**src/rtl/window_gen_if.sv**
```systemverilog
// Column-in / window-out stream bundle for window_gen.
// slave is the window_gen side, master is the producer/consumer side.
interface window_gen_if #(
  parameter int WORDWIDTH = 32,
  parameter int WEIGHTLEN = 5
);
  logic [WEIGHTLEN*WORDWIDTH-1:0]           col_in;
  logic                                     in_valid;
  logic                                     in_ready;
  logic [WEIGHTLEN*WEIGHTLEN*WORDWIDTH-1:0] win_out;
  logic                                     out_valid;
  logic                                     out_ready;
  logic                                     out_last;

  modport master (output col_in, in_valid, out_ready,
                  input  in_ready, win_out, out_valid, out_last);
  modport slave  (input  col_in, in_valid, out_ready,
                  output in_ready, win_out, out_valid, out_last);
endinterface

```
**src/rtl/window_gen.sv**
```systemverilog
// Sliding KxK window generator fed one image column per beat from the line buffer.
// Optional WINDOW_GEN_STRIDE_EN honours STRIDE; otherwise every in-band position is emitted.
module window_gen #(
  parameter int WORDWIDTH  = 32,
  parameter int FIG_WIDTH  = 28,
  parameter int FIG_HEIGHT = 28,
  parameter int WEIGHTLEN  = 5,
  parameter int STRIDE     = 1
) (
  input logic         clk,
  input logic         rst,
  window_gen_if.slave bus
);
  localparam int K  = WEIGHTLEN;
  localparam int WW = WORDWIDTH;
`ifdef WINDOW_GEN_STRIDE_EN
  localparam int S  = STRIDE;
`else
  localparam int S  = (STRIDE > 0) ? 1 : 1;
`endif
  localparam int LAST_ROW = ((FIG_HEIGHT - K) / S) * S;
  localparam int LAST_COL = K - 1 + ((FIG_WIDTH - K) / S) * S;
  localparam int CW = (FIG_WIDTH > 1) ? $clog2(FIG_WIDTH) : 1;
  localparam int RW = (FIG_HEIGHT > 1) ? $clog2(FIG_HEIGHT) : 1;

  typedef enum logic [1:0] {FILL, RUN, HOLD} state_e;

  state_e                      state_q, state_d;
  logic [CW-1:0]               col_q, col_d;
  logic [RW-1:0]               row_q, row_d;
  logic [K-1:0][K-1:0][WW-1:0] win_q, win_d;
  logic                        vld_q, vld_d, last_q, last_d;
  logic [K-1:0][WW-1:0]        col;
  logic                        acc, col_wrap, frame_wrap, col_full, ph_ok, emit;

  assign col          = bus.col_in;
  assign bus.in_ready = !vld_q || bus.out_ready;
  assign bus.win_out  = win_q;
  assign bus.out_valid = vld_q;
  assign bus.out_last = last_q;

  assign acc        = bus.in_valid && bus.in_ready;
  assign col_wrap   = (col_q == CW'(FIG_WIDTH - 1));
  assign frame_wrap = col_wrap && (row_q == RW'(FIG_HEIGHT - K));
  // HOLD does not remember whether the band was still filling, so ask the counter
  assign col_full   = (state_q == RUN) || (state_q == HOLD && col_q >= CW'(K - 1));
  assign emit       = acc && col_full && ph_ok;

`ifdef WINDOW_GEN_STRIDE_EN
  localparam int PW = (S > 1) ? $clog2(S) : 1;
  logic [PW-1:0] cph_q, cph_d, rph_q, rph_d;

  always_comb begin
    cph_d = cph_q;
    rph_d = rph_q;
    if (acc) begin
      if (col_wrap) begin
        cph_d = '0;
        if (frame_wrap)                rph_d = '0;
        else if (rph_q == PW'(S - 1))  rph_d = '0;
        else                           rph_d = rph_q + PW'(1);
      end else if (col_q >= CW'(K - 1)) begin
        cph_d = (cph_q == PW'(S - 1)) ? '0 : cph_q + PW'(1);
      end
    end
  end

  always_ff @(posedge clk or posedge rst) begin
    if (rst) begin
      cph_q <= '0;
      rph_q <= '0;
    end else begin
      cph_q <= cph_d;
      rph_q <= rph_d;
    end
  end

  assign ph_ok = (cph_q == '0) && (rph_q == '0);
`else
  assign ph_ok = 1'b1;
`endif

  always_comb begin
    col_d = col_q;
    row_d = row_q;
    if (acc) begin
      if (col_wrap) begin
        col_d = '0;
        row_d = frame_wrap ? '0 : row_q + RW'(1);
      end else begin
        col_d = col_q + CW'(1);
      end
    end
  end

  always_comb begin
    win_d = win_q;
    if (acc) begin
      for (int r = 0; r < K; r++) begin
        for (int c = 0; c < K - 1; c++) win_d[r][c] = win_q[r][c+1];
        win_d[r][K-1] = col[K-1-r];
      end
    end
  end

  always_comb begin
    vld_d  = vld_q;
    last_d = last_q;
    if (bus.in_ready) begin
      vld_d  = emit;
      last_d = emit && (row_q == RW'(LAST_ROW)) && (col_q == CW'(LAST_COL));
    end
  end

  always_comb begin
    state_d = state_q;
    case (state_q)
      FILL:    if (acc && col_q == CW'(K - 2)) state_d = RUN;
      RUN:     if (acc && col_wrap)            state_d = FILL;
      HOLD:    if (bus.out_ready)              state_d = (col_d >= CW'(K - 1)) ? RUN : FILL;
      default: state_d = FILL;
    endcase
    if (vld_q && !bus.out_ready) state_d = HOLD;
  end

  always_ff @(posedge clk or posedge rst) begin
    if (rst) begin
      state_q <= FILL;
      col_q   <= '0;
      row_q   <= '0;
      win_q   <= '0;
      vld_q   <= 1'b0;
      last_q  <= 1'b0;
    end else begin
      state_q <= state_d;
      col_q   <= col_d;
      row_q   <= row_d;
      win_q   <= win_d;
      vld_q   <= vld_d;
      last_q  <= last_d;
    end
  end
endmodule

```
**src/flat_wrapper.sv**
```systemverilog
// flat-port wrapper written by rule: the top's interface ports become plain ports
module window_gen_flat 
#(
  parameter int WORDWIDTH  = 32,
  parameter int FIG_WIDTH  = 28,
  parameter int FIG_HEIGHT = 28,
  parameter int WEIGHTLEN  = 5,
  parameter int STRIDE     = 1
)
  (clk, rst, bus_col_in, bus_in_valid, bus_out_ready, bus_in_ready, bus_win_out, bus_out_valid, bus_out_last);
  window_gen_if #(.WORDWIDTH(WORDWIDTH), .WEIGHTLEN(WEIGHTLEN)) bus_i ();
  input logic clk;
  input logic rst;
  input wire logic [$bits(bus_i.col_in)-1:0] bus_col_in;
  input wire logic [$bits(bus_i.in_valid)-1:0] bus_in_valid;
  input wire logic [$bits(bus_i.out_ready)-1:0] bus_out_ready;
  output wire logic [$bits(bus_i.in_ready)-1:0] bus_in_ready;
  output wire logic [$bits(bus_i.win_out)-1:0] bus_win_out;
  output wire logic [$bits(bus_i.out_valid)-1:0] bus_out_valid;
  output wire logic [$bits(bus_i.out_last)-1:0] bus_out_last;
  assign bus_i.col_in = bus_col_in;
  assign bus_i.in_valid = bus_in_valid;
  assign bus_i.out_ready = bus_out_ready;
  assign bus_in_ready = bus_i.in_ready;
  assign bus_win_out = bus_i.win_out;
  assign bus_out_valid = bus_i.out_valid;
  assign bus_out_last = bus_i.out_last;
  window_gen #(.WORDWIDTH(WORDWIDTH), .FIG_WIDTH(FIG_WIDTH), .FIG_HEIGHT(FIG_HEIGHT), .WEIGHTLEN(WEIGHTLEN), .STRIDE(STRIDE)) u_core (.clk(clk), .rst(rst), .bus(bus_i));
endmodule
```
**config.mk**
```make
export PLATFORM = sky130hd
export DESIGN_NAME = window_gen_flat
export DESIGN_NICKNAME = d
export VERILOG_FILES = /design/src/rtl/window_gen_if.sv /design/src/rtl/window_gen.sv /design/src/flat_wrapper.sv
export SDC_FILE = /design/constraint.sdc
export NUM_CORES = 2
export LEC_CHECK = 0
export ABC_AREA = 0
export BUFFER_PORTS_ARGS = -buffer_cell sky130_fd_sc_hd__buf_2
export CAP_MARGIN = 25
export CORE_AREA = 2 2 371 373
export CTS_BUF_LIST = sky130_fd_sc_hd__clkbuf_16
export DETAILED_ROUTE_END_ITERATION = 7
export DIE_AREA = 0 0 373 375
export HOLD_SLACK_MARGIN = 0.05
export SYNTH_ARGS = -nofsm -noshare
export SYNTH_HDL_FRONTEND = slang
export SYNTH_SLANG_ARGS = --single-unit
```
**constraint.sdc**
```tcl
create_clock -name clk -period 62.4 [get_ports clk]
set_input_delay 3.12 -clock clk [delete_from_list [all_inputs] [get_ports clk]]
set_output_delay 3.12 -clock clk [all_outputs]
set_load 0.05 [all_outputs]
```
==> impl_metrics.json <==
{
  "cts_tree": "yes",
  "cp.required_ps": 59280,
  "syn_avg_cell_area_um2": 8.87,
  "synth_nets": 3627,
  "hold_buffers": 0,
  "tns_ps": 0,
  "critPathMaxFanout": 11,
  "ys_seq_area_share_pct": 66.4,
  "post-place-cells": 6060,
  "cts.sinks": 814,
  "pwr-share-seq_pct": 34.2,
  "wire_per_inst_um": 17.0,
  "status": "finished, final reports clean",
  "power_w": 0.00261,
  "area_growth_pct": 30.2,
  "worstPathArrival_ps": 3900,
  "p_switching_w": 0.00139,
  "cts-root-buf": "clkbuf_16",
  "hold_viol": 0,
  "viasPerCell": 4.16,
  "vdd_drop_max_uv": 33.2,
  "criticalPathCategory": "in -> out",
  "yosysTopAreaCellShare_pct": 66.4,
  "netSwitchingFraction_pct": 53.2,
  "leakage_nw": 23.3,
  "start_kind": "input pin",
  "p_per_area_nw_per_um2": 65.4,
  "grt_pass1_wl_um": 158000,
  "cts_buffer_depth": 3,
  "numCtsBuffers": 90,
  "finalCritPeriodShare_pct": 11.3,
  "finClkSkew_ps": 35.5,
  "mostFrequentLayoutCells": "2407 x nand2_1, 966 x buf_2, 814 x dfrtp_1",
  "cap_violations": 0,
  "mostFrequentLayoutCell": "nand2_1",
  "drc": 0,
  "yosys.cell_types.count": 40,
  "rows": 136,
  "pwr-share-comb_pct": 46.1,
  "synth_largest_area_cell": "dfrtp_1",
  "synth_top_flop_cell": "dfrtp_1",
  "internal-power_w": 0.00122,
  "grt_use_total_pct": 14.7,
  "wirelength_um": 106000,
  "synth_warnings": 0,
  "drtAntennaViolNets": 0,
  "synth_edf_count": 0,
  "final_cells": 6227,
  "dp_slack_ps": 54820,
  "die_h_um": 375,
  "synthesis.area_um2": 30700,
  "start_util_pct": 22.5,
  "dr_total_vias": 25900,
  "worst_pin_slew_ps": 1120,
  "grt_antenna_before_repair": 6,
  "grt.overflow.total": 0,
  "finalSetupViolations": 0,
  "slew-limit-headroom_pct": 25.3,
  "fmax_mhz": 142,
  "synthArstFlopShare_pct": 100,
  "clk_pin_slew_worst_paths_ps": 60,
  "hpwl_um": 75600,
  "hold_class": "reg -> reg",
  "io_buffers": 966,
  "cts.htree.levels": 3,
  "fin_ws_ps": 55380,
  "synth_area_leaders": "dfrtp_1 66%, nand2_1 29%, buf_2 2.4%, clkbuf_1 0.31%, ha_1 0.12%",
  "dieArea_um2": 140000,
  "ys_ff_latch": 814,
  "grt_max_degree": 220,
  "io_pins": 967,
  "first_global_vias": 24500,
  "cp-end-kind": "output pin",
  "place_congestion": 0.890,
  "post_route_cells_drive_above_1_share_pct": 25.2,
  "rsz0062_at_grt": "false",
  "holdWs_ps": 467,
  "synthCells": 3460,
  "cts_setup_buffers": 0,
  "finalCriticalPeriod_ps": 7020,
  "dieWidth_um": 373,
  "fin_nets": 4526,
  "first_pass_iters": 7,
  "worstSkewPairLatency_ps": 680,
  "clock_power_share_pct": 19.6,
  "core-area_um2": 136000,
  "drt_iter0_drc": 2260,
  "drv_slew": 0,
  "cts_resized": 0
}
routing by layer:
metal	share of wire [%]	wire length, um	up-vias	global-route usage (%)
li1	-	-	12300	-
met4	3.6	3850	2	5.57
met2	47	49500	947	23.5
met3	7.6	8080	189	3.99
met5	0.012	13	-	0
met1	42	44400	12500	18.8
synthesized netlist by cell type, types with 2 or more instances:
library cell and instances:
and2_1 2, and3_1 2, buf_1 6, buf_2 146, buf_6 2, clkbuf_1 25
dfrtp_1 814, ha_1 3, inv_1 5, mux2_2 2, nand2_1 2407, nand2b_1 2
nand3_1 4, nand4_1 3, nor2_1 6, nor3_1 2, o21ai_0 5, xor2_1 2
cell families (layout without fill, tap and decap cells):
kind of cell | count (synthesis) | after routing | synth area share, %
compound gates | 13 | 13 | 0.277
flops | 814 | 814 | 66.4
simple gates | 2438 | 2438 | 30.1
other cells | 0 | 4 | 0
xor+xnor | 3 | 3 | 0.0856
fa+ha+maj | 3 | 3 | 0.122
mux | 2 | 2 | 0.0734
buf+inv | 187 | 1156 | 2.98
flip-flops by register name, indices dropped and copies added (netlist names):
register / cells
u_core.bus.win_out: 800
u_core.col_q: 5
u_core.row_q: 5
u_core.state_q: 2
u_core.bus.out_last: 1
u_core.bus.out_valid: 1
final timing paths:
path	depth (start not counted)	to	slack [ps]	start
worst max register to register	9	u_core.bus.win_out[140]$_DFFE_PP0N_	57490	u_core.bus.out_valid$_DFFE_PP0N_
worst max-delay path	4	bus_in_ready	55380	bus_out_ready
worst min register to register	2	u_core.bus.win_out[350]$_DFFE_PP0N_	470	u_core.bus.win_out[350]$_DFFE_PP0N_
max in group asynchronous	5	u_core.bus.win_out[334]$_DFFE_PP0N_	56700	rst
worst min-delay path	2	u_core.bus.win_out[350]$_DFFE_PP0N_	470	u_core.bus.win_out[350]$_DFFE_PP0N_
min in group asynchronous	2	u_core.bus.win_out[668]$_DFFE_PP0N_	2670	rst
through the flow:
step | utilization [%] | instance area [um^2]
5_1_grt | 29.3 | 40000
3_5_place_dp | 27.2 | 37100
6_report | 29.3 | 40000
2_1_floorplan | - | 30700
3_3_place_gp | 27.2 | 37100
4_1_cts | 29.3 | 39900
area by class of cell:
cell class              count  area, um^2
fillers                 14600       96300
clock inverters            70         485
diodes                      4        10.0
flip-flops and latches    814       20400
inverters                   6        30.0
multi-input cells        2459        9420
well taps                1794        2240
repair buffers            988        5090
clock buffers              92        2300
power by group through the flow:
stage	registers (W)	logic (W)	clock network (W)
2_1_floorplan	0.00153	0.000213	0
3_3_place_gp	0.000895	0.00121	0
3_5_place_dp	0.000900	0.00121	0
4_1_cts	0.000894	0.00122	0.000530
5_1_grt	0.000920	0.00127	0.000550
6_report	0.000894	0.00121	0.000513
worst max-delay path, stage by stage:
cell	delay, ps
buf_2	130
nor2b_2	60
inv_2	210
buf_2	380
Power figures use the tool's default switching activity.
